===== src/rtl/fir_mac_scheduler_if.sv =====
// Channel-sample, coefficient-port and filtered-result bundle between the
// per-channel sample sources, the FIR MAC scheduler and the resampler.
interface fir_mac_scheduler_if #(
  parameter int NUM_CH = 2
);
  logic [NUM_CH-1:0]    in_valid;
  logic [16*NUM_CH-1:0] in_data;
  logic                 coef_we;
  logic [4:0]           coef_addr;
  logic [15:0]          coef_wdata;
  logic                 coef_ready;
  logic                 out_valid;
  logic [2:0]           out_ch;
  logic [15:0]          out_data;
  logic [NUM_CH-1:0]    overrun;

  modport master (
    output in_valid, in_data, coef_we, coef_addr, coef_wdata,
    input  coef_ready, out_valid, out_ch, out_data, overrun
  );

  modport slave (
    input  in_valid, in_data, coef_we, coef_addr, coef_wdata,
    output coef_ready, out_valid, out_ch, out_data, overrun
  );
endinterface


===== src/rtl/fir_mac_scheduler.sv =====
// One 16x16 unsigned MAC shared round-robin across NUM_CH channels, each with
// its own TAPS-deep sample history and a common programmable coefficient table.
module fir_mac_scheduler #(
  parameter int NUM_CH = 2,
  parameter int TAPS   = 10,
  parameter int ACC_W  = 36
) (
  input  logic               clk_i,
  input  logic               reset_i,
  fir_mac_scheduler_if.slave bus_io
);
  localparam int CHW = (NUM_CH > 1) ? $clog2(NUM_CH) : 1;
  localparam int TW  = $clog2(TAPS);
  localparam int RW  = ACC_W - 15;

  typedef enum logic [1:0] {
    ST_IDLE  = 2'd0,
    ST_LOAD  = 2'd1,
    ST_MAC   = 2'd2,
    ST_ROUND = 2'd3
  } state_t;

  function automatic logic [15:0] coef_default(input int idx);
    logic [15:0] val;
    case (idx)
      0, 9:    val = 16'd89;
      1, 8:    val = 16'd795;
      2, 7:    val = 16'd2665;
      3, 6:    val = 16'd5374;
      4, 5:    val = 16'd7461;
      default: val = 16'd0;
    endcase
    return val;
  endfunction

  state_t            state_q, state_d;
  logic [NUM_CH-1:0] pending_q;
  logic [NUM_CH-1:0] overrun_q;
  logic [15:0]       cap_q  [NUM_CH];
  logic [15:0]       hist_q [NUM_CH][TAPS];
  logic [TW-1:0]     wptr_q [NUM_CH];
  logic [15:0]       coef_q [TAPS];
  logic [2:0]        prio_q;
  logic [2:0]        ch_q;
  logic [15:0]       work_q;
  logic [ACC_W-1:0]  acc_q, acc_d;
  logic [TW-1:0]     k_q, k_d;
  logic              out_valid_q, out_valid_d;
  logic [2:0]        out_ch_q, out_ch_d;
  logic [15:0]       out_data_q, out_data_d;

  logic              grant_valid_s;
  logic [2:0]        grant_ch_s;
  logic [3:0]        cand_s;
  logic              grant_en_s;
  logic              load_en_s;
  logic              mac_en_s;
  logic              round_en_s;
  logic              last_tap_s;
  logic              coef_ready_s;
  logic              coef_wr_s;
  logic [CHW-1:0]    ch_idx_s;
  logic [TW-1:0]     rd_idx_s;
  logic [31:0]       prod_s;
  logic [RW-1:0]     round_s;
  logic [15:0]       sat_s;

  assign ch_idx_s     = ch_q[CHW-1:0];
  assign last_tap_s   = (k_q == TW'(TAPS - 1));
  assign coef_ready_s = (state_q == ST_IDLE) && (pending_q == '0);
  assign coef_wr_s    = bus_io.coef_we && coef_ready_s &&
                        ({1'b0, bus_io.coef_addr} < 6'(TAPS));

  // Round-robin pick: scan from the pointer; lowest offset wins, so iterate downwards.
  always_comb begin
    grant_valid_s = 1'b0;
    grant_ch_s    = 3'd0;
    cand_s        = 4'd0;
    for (int i = NUM_CH - 1; i >= 0; i--) begin
      cand_s        = {1'b0, prio_q} + 4'(i);
      cand_s        = (cand_s >= 4'(NUM_CH)) ? (cand_s - 4'(NUM_CH)) : cand_s;
      grant_ch_s    = pending_q[cand_s[CHW-1:0]] ? cand_s[2:0] : grant_ch_s;
      grant_valid_s = grant_valid_s | pending_q[cand_s[CHW-1:0]];
    end
  end

  always_ff @(posedge clk_i or posedge reset_i) begin
    if (reset_i) begin
      state_q <= ST_IDLE;
    end else begin
      state_q <= state_d;
    end
  end

  always_comb begin
    state_d = state_q;
    case (state_q)
      ST_IDLE: begin
        if (grant_valid_s) begin
          state_d = ST_LOAD;
        end else begin
          state_d = ST_IDLE;
        end
      end
      ST_LOAD: state_d = ST_MAC;
      ST_MAC: begin
        if (last_tap_s) begin
          state_d = ST_ROUND;
        end else begin
          state_d = ST_MAC;
        end
      end
      ST_ROUND: state_d = ST_IDLE;
      default:  state_d = ST_IDLE;
    endcase
  end

  always_comb begin
    grant_en_s = (state_q == ST_IDLE) && grant_valid_s;
    load_en_s  = (state_q == ST_LOAD);
    mac_en_s   = (state_q == ST_MAC);
    round_en_s = (state_q == ST_ROUND);
  end

  // A strobe on the channel being granted refills pending without counting as a loss.
  always_ff @(posedge clk_i or posedge reset_i) begin
    if (reset_i) begin
      pending_q <= '0;
      overrun_q <= '0;
      for (int c = 0; c < NUM_CH; c++) begin
        cap_q[c] <= 16'd0;
      end
    end else begin
      for (int c = 0; c < NUM_CH; c++) begin
        if (bus_io.in_valid[c]) begin
          pending_q[c] <= 1'b1;
          cap_q[c]     <= bus_io.in_data[16*c +: 16];
          if (pending_q[c] && !(grant_en_s && (grant_ch_s == 3'(c)))) begin
            overrun_q[c] <= 1'b1;
          end
        end else if (grant_en_s && (grant_ch_s == 3'(c))) begin
          pending_q[c] <= 1'b0;
        end
      end
    end
  end

  always_ff @(posedge clk_i or posedge reset_i) begin
    if (reset_i) begin
      prio_q <= 3'd0;
      ch_q   <= 3'd0;
      work_q <= 16'd0;
    end else if (grant_en_s) begin
      prio_q <= (grant_ch_s == 3'(NUM_CH - 1)) ? 3'd0 : (grant_ch_s + 3'd1);
      ch_q   <= grant_ch_s;
      work_q <= cap_q[grant_ch_s[CHW-1:0]];
    end
  end

  always_ff @(posedge clk_i or posedge reset_i) begin
    if (reset_i) begin
      for (int c = 0; c < NUM_CH; c++) begin
        wptr_q[c] <= '0;
        for (int t = 0; t < TAPS; t++) begin
          hist_q[c][t] <= 16'd0;
        end
      end
    end else begin
      if (load_en_s) begin
        hist_q[ch_idx_s][wptr_q[ch_idx_s]] <= work_q;
      end
      if (mac_en_s && last_tap_s) begin
        wptr_q[ch_idx_s] <= (wptr_q[ch_idx_s] == TW'(TAPS - 1)) ?
                            '0 : (wptr_q[ch_idx_s] + TW'(1));
      end
    end
  end

  always_ff @(posedge clk_i or posedge reset_i) begin
    if (reset_i) begin
      for (int t = 0; t < TAPS; t++) begin
        coef_q[t] <= coef_default(t);
      end
    end else if (coef_wr_s) begin
      coef_q[bus_io.coef_addr[TW-1:0]] <= bus_io.coef_wdata;
    end
  end

  // Tap k reads k samples back from the newest one, modulo the history depth.
  always_comb begin
    if (k_q <= wptr_q[ch_idx_s]) begin
      rd_idx_s = wptr_q[ch_idx_s] - k_q;
    end else begin
      rd_idx_s = wptr_q[ch_idx_s] + TW'(TAPS) - k_q;
    end
    prod_s = 32'(hist_q[ch_idx_s][rd_idx_s]) * 32'(coef_q[k_q]);
  end

  always_comb begin
    acc_d = acc_q;
    k_d   = k_q;
    if (load_en_s) begin
      acc_d = '0;
      k_d   = '0;
    end else if (mac_en_s) begin
      acc_d = acc_q + ACC_W'(prod_s);
      k_d   = last_tap_s ? k_q : (k_q + TW'(1));
    end else begin
      acc_d = acc_q;
      k_d   = k_q;
    end
  end

  always_ff @(posedge clk_i or posedge reset_i) begin
    if (reset_i) begin
      acc_q <= '0;
      k_q   <= '0;
    end else begin
      acc_q <= acc_d;
      k_q   <= k_d;
    end
  end

  // Round half-up on bit 15, then clamp to the 16-bit output range.
  always_comb begin
    round_s = RW'(acc_q[ACC_W-1:16]) + RW'(acc_q[15]);
    sat_s   = (|round_s[RW-1:16]) ? 16'hFFFF : round_s[15:0];
  end

  always_comb begin
    out_valid_d = round_en_s;
    if (round_en_s) begin
      out_ch_d   = ch_q;
      out_data_d = sat_s;
    end else begin
      out_ch_d   = out_ch_q;
      out_data_d = out_data_q;
    end
  end

  always_ff @(posedge clk_i or posedge reset_i) begin
    if (reset_i) begin
      out_valid_q <= 1'b0;
      out_ch_q    <= 3'd0;
      out_data_q  <= 16'd0;
    end else begin
      out_valid_q <= out_valid_d;
      out_ch_q    <= out_ch_d;
      out_data_q  <= out_data_d;
    end
  end

  assign bus_io.coef_ready = coef_ready_s;
  assign bus_io.out_valid  = out_valid_q;
  assign bus_io.out_ch     = out_ch_q;
  assign bus_io.out_data   = out_data_q;
  assign bus_io.overrun    = overrun_q;
endmodule


===== src/flat_wrapper.sv =====
// flat-port wrapper written by rule: the top's interface ports become plain ports
module fir_mac_scheduler_flat 
#(
  parameter int NUM_CH = 2,
  parameter int TAPS   = 10,
  parameter int ACC_W  = 36
)
  (clk_i, reset_i, bus_io_in_valid, bus_io_in_data, bus_io_coef_we, bus_io_coef_addr, bus_io_coef_wdata, bus_io_coef_ready, bus_io_out_valid, bus_io_out_ch, bus_io_out_data, bus_io_overrun);
  fir_mac_scheduler_if #(.NUM_CH(NUM_CH)) bus_io_i ();
  input  logic clk_i;
  input  logic reset_i;
  input wire logic [$bits(bus_io_i.in_valid)-1:0] bus_io_in_valid;
  input wire logic [$bits(bus_io_i.in_data)-1:0] bus_io_in_data;
  input wire logic [$bits(bus_io_i.coef_we)-1:0] bus_io_coef_we;
  input wire logic [$bits(bus_io_i.coef_addr)-1:0] bus_io_coef_addr;
  input wire logic [$bits(bus_io_i.coef_wdata)-1:0] bus_io_coef_wdata;
  output wire logic [$bits(bus_io_i.coef_ready)-1:0] bus_io_coef_ready;
  output wire logic [$bits(bus_io_i.out_valid)-1:0] bus_io_out_valid;
  output wire logic [$bits(bus_io_i.out_ch)-1:0] bus_io_out_ch;
  output wire logic [$bits(bus_io_i.out_data)-1:0] bus_io_out_data;
  output wire logic [$bits(bus_io_i.overrun)-1:0] bus_io_overrun;
  assign bus_io_i.in_valid = bus_io_in_valid;
  assign bus_io_i.in_data = bus_io_in_data;
  assign bus_io_i.coef_we = bus_io_coef_we;
  assign bus_io_i.coef_addr = bus_io_coef_addr;
  assign bus_io_i.coef_wdata = bus_io_coef_wdata;
  assign bus_io_coef_ready = bus_io_i.coef_ready;
  assign bus_io_out_valid = bus_io_i.out_valid;
  assign bus_io_out_ch = bus_io_i.out_ch;
  assign bus_io_out_data = bus_io_i.out_data;
  assign bus_io_overrun = bus_io_i.overrun;
  fir_mac_scheduler #(.NUM_CH(NUM_CH), .TAPS(TAPS), .ACC_W(ACC_W)) u_core (.clk_i(clk_i), .reset_i(reset_i), .bus_io(bus_io_i));
endmodule

===== config.mk =====
export PLATFORM = sky130hd
export DESIGN_NAME = fir_mac_scheduler_flat
export DESIGN_NICKNAME = d
export VERILOG_FILES = /design/src/rtl/fir_mac_scheduler_if.sv /design/src/rtl/fir_mac_scheduler.sv /design/src/flat_wrapper.sv
export SDC_FILE = /design/constraint.sdc
export NUM_CORES = 2
export LEC_CHECK = 0
export ABC_AREA = 1
export ABC_CLOCK_PERIOD_IN_PS = 28000
export CORE_MARGIN = 4
export CORE_UTILIZATION = 55
export CTS_CLUSTER_SIZE = 16
export DETAILED_ROUTE_END_ITERATION = 7
export MAX_ROUTING_LAYER = met4
export PLACE_DENSITY = 0.82
export SLEW_MARGIN = 10
export SYNTH_ARGS = -nofsm -noshare
export SYNTH_HDL_FRONTEND = slang
export SYNTH_SLANG_ARGS = --single-unit

===== constraint.sdc =====
create_clock -name clk_i -period 28 [get_ports clk_i]
set_input_delay 5.6 -clock clk_i [delete_from_list [all_inputs] [get_ports clk_i]]
set_output_delay 5.6 -clock clk_i [all_outputs]
set_load 0.005 [all_outputs]

* Yosys cells after proc, flatten, opt, wreduce, memory -nomap -nowiden *
Index checks and enable logic that the tools add are counted.

operators by class
  add/subtract/negate cells = 11
  reduce and logical (&&, ||, !) cells = 24
  div/mod/pow operators = 0
  equal/unequal tests = 7
  muxes and demuxes = 50
  multiply operators = 1
  shift operators = 0
  order comparisons = 15
  bitwise gates (word level) = 7

operators by type and width
  operator                                                                      count
  160-bit 2-to-1 mux                                                            4
  320-bit bitwise mux                                                           1
  160-bit bitwise mux                                                           1
  160-bit demux with 1-bit select                                               1
  16-bit 2-to-1 mux                                                             10
  16-bit binary-select mux with 4-bit select                                    2
  16-bit demux with 4-bit select                                                2
  36-bit 2-to-1 mux                                                             2
  36-bit by 32-bit adder with 36-bit output                                     1
  4-bit 2-to-1 mux                                                              9
  16-bit by 16-bit multiplier with 32-bit output                                1
  20-bit by 1-bit adder with 21-bit output                                      1
  5-bit greater-or-equal comparator, second input constant                      4
  4-bit inverter with 5-bit output                                              4
  3-bit 2-to-1 mux                                                              5
  1-bit logical AND                                                             12
  5-bit by 1-bit less-than comparator with 1-bit output, second input constant  2
  1-bit 2-to-1 mux                                                              10
  4-bit by 1-bit adder with 4-bit output, second input constant                 2
  8-bit bitwise mux                                                             1
  4-bit == test, second input constant                                          2
  2-bit case mux with 4 select lines                                            1
  4-bit subtractor                                                              2
  2-bit AND reduction                                                           3
  23 further kinds                                                              32

storage, ports and cells
  memories kept = 0
  memory bits (read-only) = 0
  bits in registers = 608
  output and inout port bits = 23
  input port bits = 58
  word-level logic and storage cells = 162
  latch bits = 0
  RAM bits = 0

* Longest topological paths before layout *
  depth in word-level cells = 15
  mapped depth = 46
  mapped depth without buffers = 42

* Worst setup path before layout *
No wires, ideal clock.

  path kind = reg-to-reg
  start point = reg u_core.k_q[1]
  end point = reg u_core.acc_q[17]
  library setup time = 0.118 ns
  setup slack = 20.665 ns
  arrival time = 7.217 ns
  cell stages (with the launch flop) = 37
  clock period less this slack = 7.335 ns
  path buffers = 3
  required time = 27.882 ns
  path through = dfrtp_1 inv_2 clkbuf_1 buf_2 ha_1 inv_1 ha_1 inv_1 fa_1 xor2_1 inv_1 nor2_1 a21oi_2 buf_2 nand2_1 nand2_2 inv_2 nand2_1 fa_1 fa_1 fa_1 fa_1 inv_1 fa_1 inv_1 fa_1 inv_1 ha_1 nand2_1 inv_1 nand2_1 nand2_1 a21oi_1 nand2_1 or2_2 nand3_1 nand2_1

between the ends
  cells in the longest elaborated chain, start to end = 10
  elaborated cells on any way between the ends = 16
  those cells by class = 3 x add/sub; 1 x mul; 1 x order compare; 9 x mux; 2 x bitwise

ends and longest elaborated chain
  what                                                    line                      source
  from (decl)                                             fir_mac_scheduler.sv:47   logic [TW-1:0] k_q, k_d;
  from (signal assigned)                                  fir_mac_scheduler.sv:220  k_q <= k_d;
  4-bit subtractor, or another cell as far along          fir_mac_scheduler.sv:194  rd_idx_s = wptr_q[ch_idx_s] + TW'(TAPS) - k_q;
  4-bit 2-to-1 mux                                        fir_mac_scheduler.sv:191  if (k_q <= wptr_q[ch_idx_s]) begin
  4-bit inverter with 5-bit output (not written as such)  fir_mac_scheduler.sv:196  prod_s = 32'(hist_q[ch_idx_s][rd_idx_s]) * 32'(coef_q[k_q]);
  16-bit binary-select mux with 4-bit select              fir_mac_scheduler.sv:196
  16-bit 2-to-1 mux (not written as such) (2 in a row)    fir_mac_scheduler.sv:196
  16-bit by 16-bit multiplier with 32-bit output *        fir_mac_scheduler.sv:196
  36-bit by 32-bit adder with 36-bit output *             fir_mac_scheduler.sv:206  acc_d = acc_q + ACC_W'(prod_s);
  36-bit 2-to-1 mux *                                     fir_mac_scheduler.sv:205  end else if (mac_en_s) begin
  36-bit 2-to-1 mux *                                     fir_mac_scheduler.sv:202  if (load_en_s) begin
  to (signal assigned)                                    fir_mac_scheduler.sv:216  acc_q <= '0;
  to (signal assigned)                                    fir_mac_scheduler.sv:219  acc_q <= acc_d;
  to (decl)                                               fir_mac_scheduler.sv:46   logic [ACC_W-1:0] acc_q, acc_d;

Every way passes the cells marked *; elsewhere a longest branch is shown, timed or not. The select of a mux whose other input is x is not followed.
A chain may end at the register's enable or synchronous reset.

* Worst setup path in the final report *
  start point = reg u_core.ch_q[0]
  end point = reg u_core.acc_q[23]

between the ends
  cells in the longest elaborated chain, start to end = 15
  elaborated cells on any way between the ends = 20
  those cells by class = 4 x add/sub; 1 x mul; 1 x order compare; 12 x mux; 2 x bitwise

ends and longest elaborated chain
  what                                                      line                                                                          source
  from (decl)                                               fir_mac_scheduler.sv:44                                                       logic [2:0] ch_q;
  from (signal assigned)                                    fir_mac_scheduler.sv:155                                                      ch_q <= grant_ch_s;
  1-bit inverter with 2-bit output (not written as such) *  --
  4-bit 2-to-1 mux (not written as such) (3 in a row)       fir_mac_scheduler.sv:191, fir_mac_scheduler.sv:192, fir_mac_scheduler.sv:194
  4-bit adder                                               fir_mac_scheduler.sv:194
  4-bit subtractor                                          fir_mac_scheduler.sv:194
  4-bit 2-to-1 mux                                          fir_mac_scheduler.sv:191
  4-bit inverter with 5-bit output (not written as such)    fir_mac_scheduler.sv:196
  16-bit binary-select mux with 4-bit select *              fir_mac_scheduler.sv:196
  16-bit 2-to-1 mux (not written as such) * (2 in a row)    fir_mac_scheduler.sv:196
  16-bit by 16-bit multiplier with 32-bit output *          fir_mac_scheduler.sv:196
  36-bit by 32-bit adder with 36-bit output *               fir_mac_scheduler.sv:206
  36-bit 2-to-1 mux *                                       fir_mac_scheduler.sv:205
  36-bit 2-to-1 mux *                                       fir_mac_scheduler.sv:202

Marked as above.

==> results.md <==
- Clock-pin slew was measured on the worst setup and hold paths at approximately 70 ps.
- The number of top-level pins is 81.
- Entering global routing, the biggest net connects 110 pins.
- The estimated wirelength of the detail-placed design is between 70000 and 80000 um.
- The share of post-route cells with drive strength above 1 is 0.0677.
- The routed layout has between 30000 and 40000 vias.
- The number of antenna diodes in the final layout is 0.
- Gates resized during post-CTS repair numbered 0.
- The number of synthesized register bits is ~610.
- For this configuration, the core starts out at a cell density of 0.557.
- The setup slack at placement is approximately 18000 ps.
- The synthesized netlist contains between 50 and 60 unique library cells.
- After technology mapping, the gate count stands at approximately 4800.
- The clock tree from TritonCTS is yes.
- The hold violation total from the final report is 0.
- The Yosys step of the flow raised 0 warnings.
- For the final routed database, the setup TNS stands at 0 ps.
- The number of enable-type register cells in the synthesized netlist is 0.
- The final design utilization is 0.601.
- The worst path needs 10230 ps of the cycle, external delays included.
- The kind of cell with the highest combined delay on the critical path is adder cells.
- For met2 alone, demand over resource in global routing was 0.441.
- The initial antenna violation count came to 0.
- Summing all placed instances gives a cell area of 39200 um^2.
- The largest single stage delay on the critical path is 790 ps.
- The overall die area is 74000 um^2.
- The wire length of the first global-routing pass is around 170000 um.
- The clock reaches the later pin of the worst-skew pair after 670 ps.
- The flow ran to the end, and the final reports show no timing, DRC or antenna violations.
- The final period utilization is 0.365.
- The type of the worst setup path is reg2reg.
- The number of nets handed over by synthesis was between 5000 and 6000.
- Input and output buffers added on the ports amount to 80.
- After detailed routing, the total wire length is slightly above 100000 um.
- The first-pass iteration count of the detailed router is 8.
- The most used cell along the critical path is sky130_fd_sc_hd__fa_1.
- The cell type of the slowest stage on the worst timing path is sky130_fd_sc_hd__buf_4.
- The max-slew violation count was 0.
- The final worst-path setup slack is 17780 ps.
- The global-route usage over all layers is 0.289.
- From bottom edge to top edge, the die measures between 200 and 300 um.
- At the pin with the least slew margin, the transition time is around 1200 ps.
- In the final routed layout, each cell accounts on average for around 18 um.
- The synthesized area per cell is 8.00 um^2.
- The region available for standard cell placement spans around 69000 um^2.
- The placer's final routability congestion estimate is roughly 1.0.
- The post-route standard cell area excluding fillers is approximately 41000 um^2.
- The nature of the critical path startpoint is a register.
- The total setup buffers inserted after CTS is 0.
- Clock tree synthesis selected as its root buffer the cell sky130_fd_sc_hd__clkbuf_16.
- The post-route clock skew is about 60 ps.
- Buffers inserted to repair hold after CTS numbered 0.
- The number of global-route vias before repair came to 31600.
- The met1 usage in global routing is 0.396.
- Counting every sink on the clock net gives between 600 and 700.
- At the worst endpoint, the arrival time is ~11000 ps.
- After the first detailed-routing iteration, the DRC count stood at approximately 3600.
- Static timing analysis puts the maximum clock frequency at 0.0978 GHz.
- The fraction of registers with async set or reset after synthesis is 1.00.
- The number of levels the H-tree was split into is 2.
- The setup-violating endpoint count in the final report is 0.
- Setup repair after global routing left no endpoint under its margin.
- The clock passes through at most 3 buffers.
- The number of cell rows is 96.
- Fill cells in the final layout number 5811.
- The die is ~270 um wide.
- The sequential element share of the synthesized area is 0.399.
- In this run, CTS created clock tree buffers numbering 61.
- The remaining antenna violation count after routing is 0.
- The category of the worst setup path capture point is a register.
- The number of max-cap violations is 0.
- After detailed routing, the number of remaining DRC violations is 0.
- The global routing stage identified its most utilized layer as met2.
- Headroom to the max-slew limit came out at 0.180.
- The net count of the finished layout is a little over 5000.
- The maximum fanout encountered on the critical timing path is 90.
- The global routing met3 resource utilization is 0.0540.
- Summing every instance area after synthesis gives between 30000 and 40000 um^2.
- For this run, the leading register cell type out of synthesis is sky130_fd_sc_hd__dfrtp_1.
- The worst hold-check path type is reg2reg.
- From synthesis to final layout, the design area changed by 7.96%.
- The number of buffers and inverters on the critical path is 9.
- The remaining global-route overflow is 0.
- The average vias per placed instance is about 5.7.
- The required time of the critical path is 28510 ps.
## state kept, by name, indices dropped and copies added, names as in the netlist, 3 cells and up
signal / flops
u_core.bus_io.out_data: 16
u_core.ch_q: 3
u_core.cap_q: 32
u_core.hist_q: 320
u_core.k_q: 4
u_core.coef_q: 160
u_core.wptr_q: 8
u_core.prio_q: 3
u_core.bus_io.out_ch: 3
u_core.work_q: 16
u_core.acc_q: 36
## final timing paths
check / start / to / slack, ps / depth (start not counted)
max in group asynchronous: reset_i / u_core.acc_q[8] / 20030 / 4
worst min register to register: u_core.coef_q[144] / u_core.coef_q[144] / 480 / 2
min in group asynchronous: reset_i / u_core.bus_io.overrun[0] / 5450 / 2
worst max register to register: u_core.ch_q[0] / u_core.acc_q[23] / 17780 / 34
worst max-delay path: u_core.ch_q[0] / u_core.acc_q[23] / 17780 / 34
worst min-delay path: u_core.coef_q[144] / u_core.coef_q[144] / 480 / 2
## Yosys cell counts (64+ instances only)
cell / number / area share
sky130_fd_sc_hd__o21ai_0: 593 / 0.077
sky130_fd_sc_hd__clkbuf_1: 131 / 0.013
sky130_fd_sc_hd__nor2_1: 427 / 0.042
sky130_fd_sc_hd__dfrtp_1: 544 / 0.36
sky130_fd_sc_hd__ha_1: 127 / 0.041
sky130_fd_sc_hd__inv_1: 533 / 0.052
sky130_fd_sc_hd__fa_1: 229 / 0.12
sky130_fd_sc_hd__nand2_1: 1335 / 0.13
sky130_fd_sc_hd__o21ai_1: 168 / 0.022
sky130_fd_sc_hd__buf_2: 93 / 0.012
sky130_fd_sc_hd__nand3_1: 138 / 0.018
sky130_fd_sc_hd__a21oi_1: 133 / 0.017
sky130_fd_sc_hd__dfstp_2: 64 / 0.044
## worst reg2reg max path: cells and delay by family (launching register included)
kind                     cells  cell delay, ps
flip-flops                   1             730
AO/OA/AOI/OAI                2             610
AND/OR/NAND/NOR             13            2760
buffers and inverters        9            1870
adder cells (fa/ha/maj)      9            3920
XOR/XNOR                     1             170
## final cells by class
type / count / area, um^2 / share of cell area
Clock inverter: 25 / 325 / 0.00786
Clock buffer: 90 / 1840 / 0.0443
Tap cell: 931 / 1160 / 0.0281
Inverter: 563 / 2130 / 0.0516
Sequential cell: 608 / 15300 / 0.370
Timing Repair Buffer: 111 / 1030 / 0.0250
Multi-Input combinational cell: 3357 / 19600 / 0.474
## placed cells by master (no fill, tap or decap), types with 5 or more instances in the layout
cell,Yosys,routed
sky130_fd_sc_hd__xor2_1,10,10
sky130_fd_sc_hd__nand2_2,21,22
sky130_fd_sc_hd__ha_1,127,127
sky130_fd_sc_hd__o22ai_1,23,23
sky130_fd_sc_hd__fa_1,229,229
sky130_fd_sc_hd__a21oi_1,133,133
sky130_fd_sc_hd__clkbuf_8,0,20
sky130_fd_sc_hd__nand3_1,138,138
sky130_fd_sc_hd__nor3_1,11,11
sky130_fd_sc_hd__clkinv_2,0,10
sky130_fd_sc_hd__nand4_1,12,12
sky130_fd_sc_hd__clkinvlp_4,0,5
sky130_fd_sc_hd__bufinv_16,0,5
sky130_fd_sc_hd__dfstp_2,64,64
sky130_fd_sc_hd__dfrtp_1,544,542
sky130_fd_sc_hd__buf_4,17,31
sky130_fd_sc_hd__inv_1,533,532
sky130_fd_sc_hd__nor2_2,14,15
sky130_fd_sc_hd__inv_4,4,5
sky130_fd_sc_hd__clkbuf_1,131,9
sky130_fd_sc_hd__mux2_2,17,17
sky130_fd_sc_hd__o21ai_1,168,168
sky130_fd_sc_hd__clkdlybuf4s50_1,0,80
sky130_fd_sc_hd__nor2_1,427,426
sky130_fd_sc_hd__clkbuf_16,0,61
sky130_fd_sc_hd__nand2_1,1335,1334
sky130_fd_sc_hd__o221ai_1,33,33
sky130_fd_sc_hd__a21oi_2,11,11
sky130_fd_sc_hd__o21ai_0,593,593
sky130_fd_sc_hd__nand3_2,5,5
sky130_fd_sc_hd__inv_2,26,24
## metal layers
| metal | routed length (um) | up-vias |
|---|---|---|
| met3 | 10100 | 258 |
| met2 | 47000 | 1571 |
| met1 | 43000 | 15800 |
| li1 | - | 14900 |
| met4 | 3560 | 0 |
| met5 | 0 | - |
## metrics by stage
step / hold slack, ps / cells
3_5_place_dp: 456 / 5570
6_report: 477 / 5685
5_1_grt: 494 / 5685
4_1_cts: 480 / 5685
3_3_place_gp: 454 / 5570
2_1_floorplan: 448 / 4793
## cell families (layout without fill, tap and decap cells)
logic type,count (synthesis),count (layout),share of synthesized area
simple gates,1986,1986,0.206
compound gates,983,983,0.135
buf+inv,828,789,0.0900
flops,608,608,0.399
fa+ha+maj,356,356,0.161
mux,18,18,0.00535
xor+xnor,14,14,0.00320
Power is left out: the tool's default activity adds up to more than one toggle a clock period on the data nets, which glitch-free logic cannot reach.
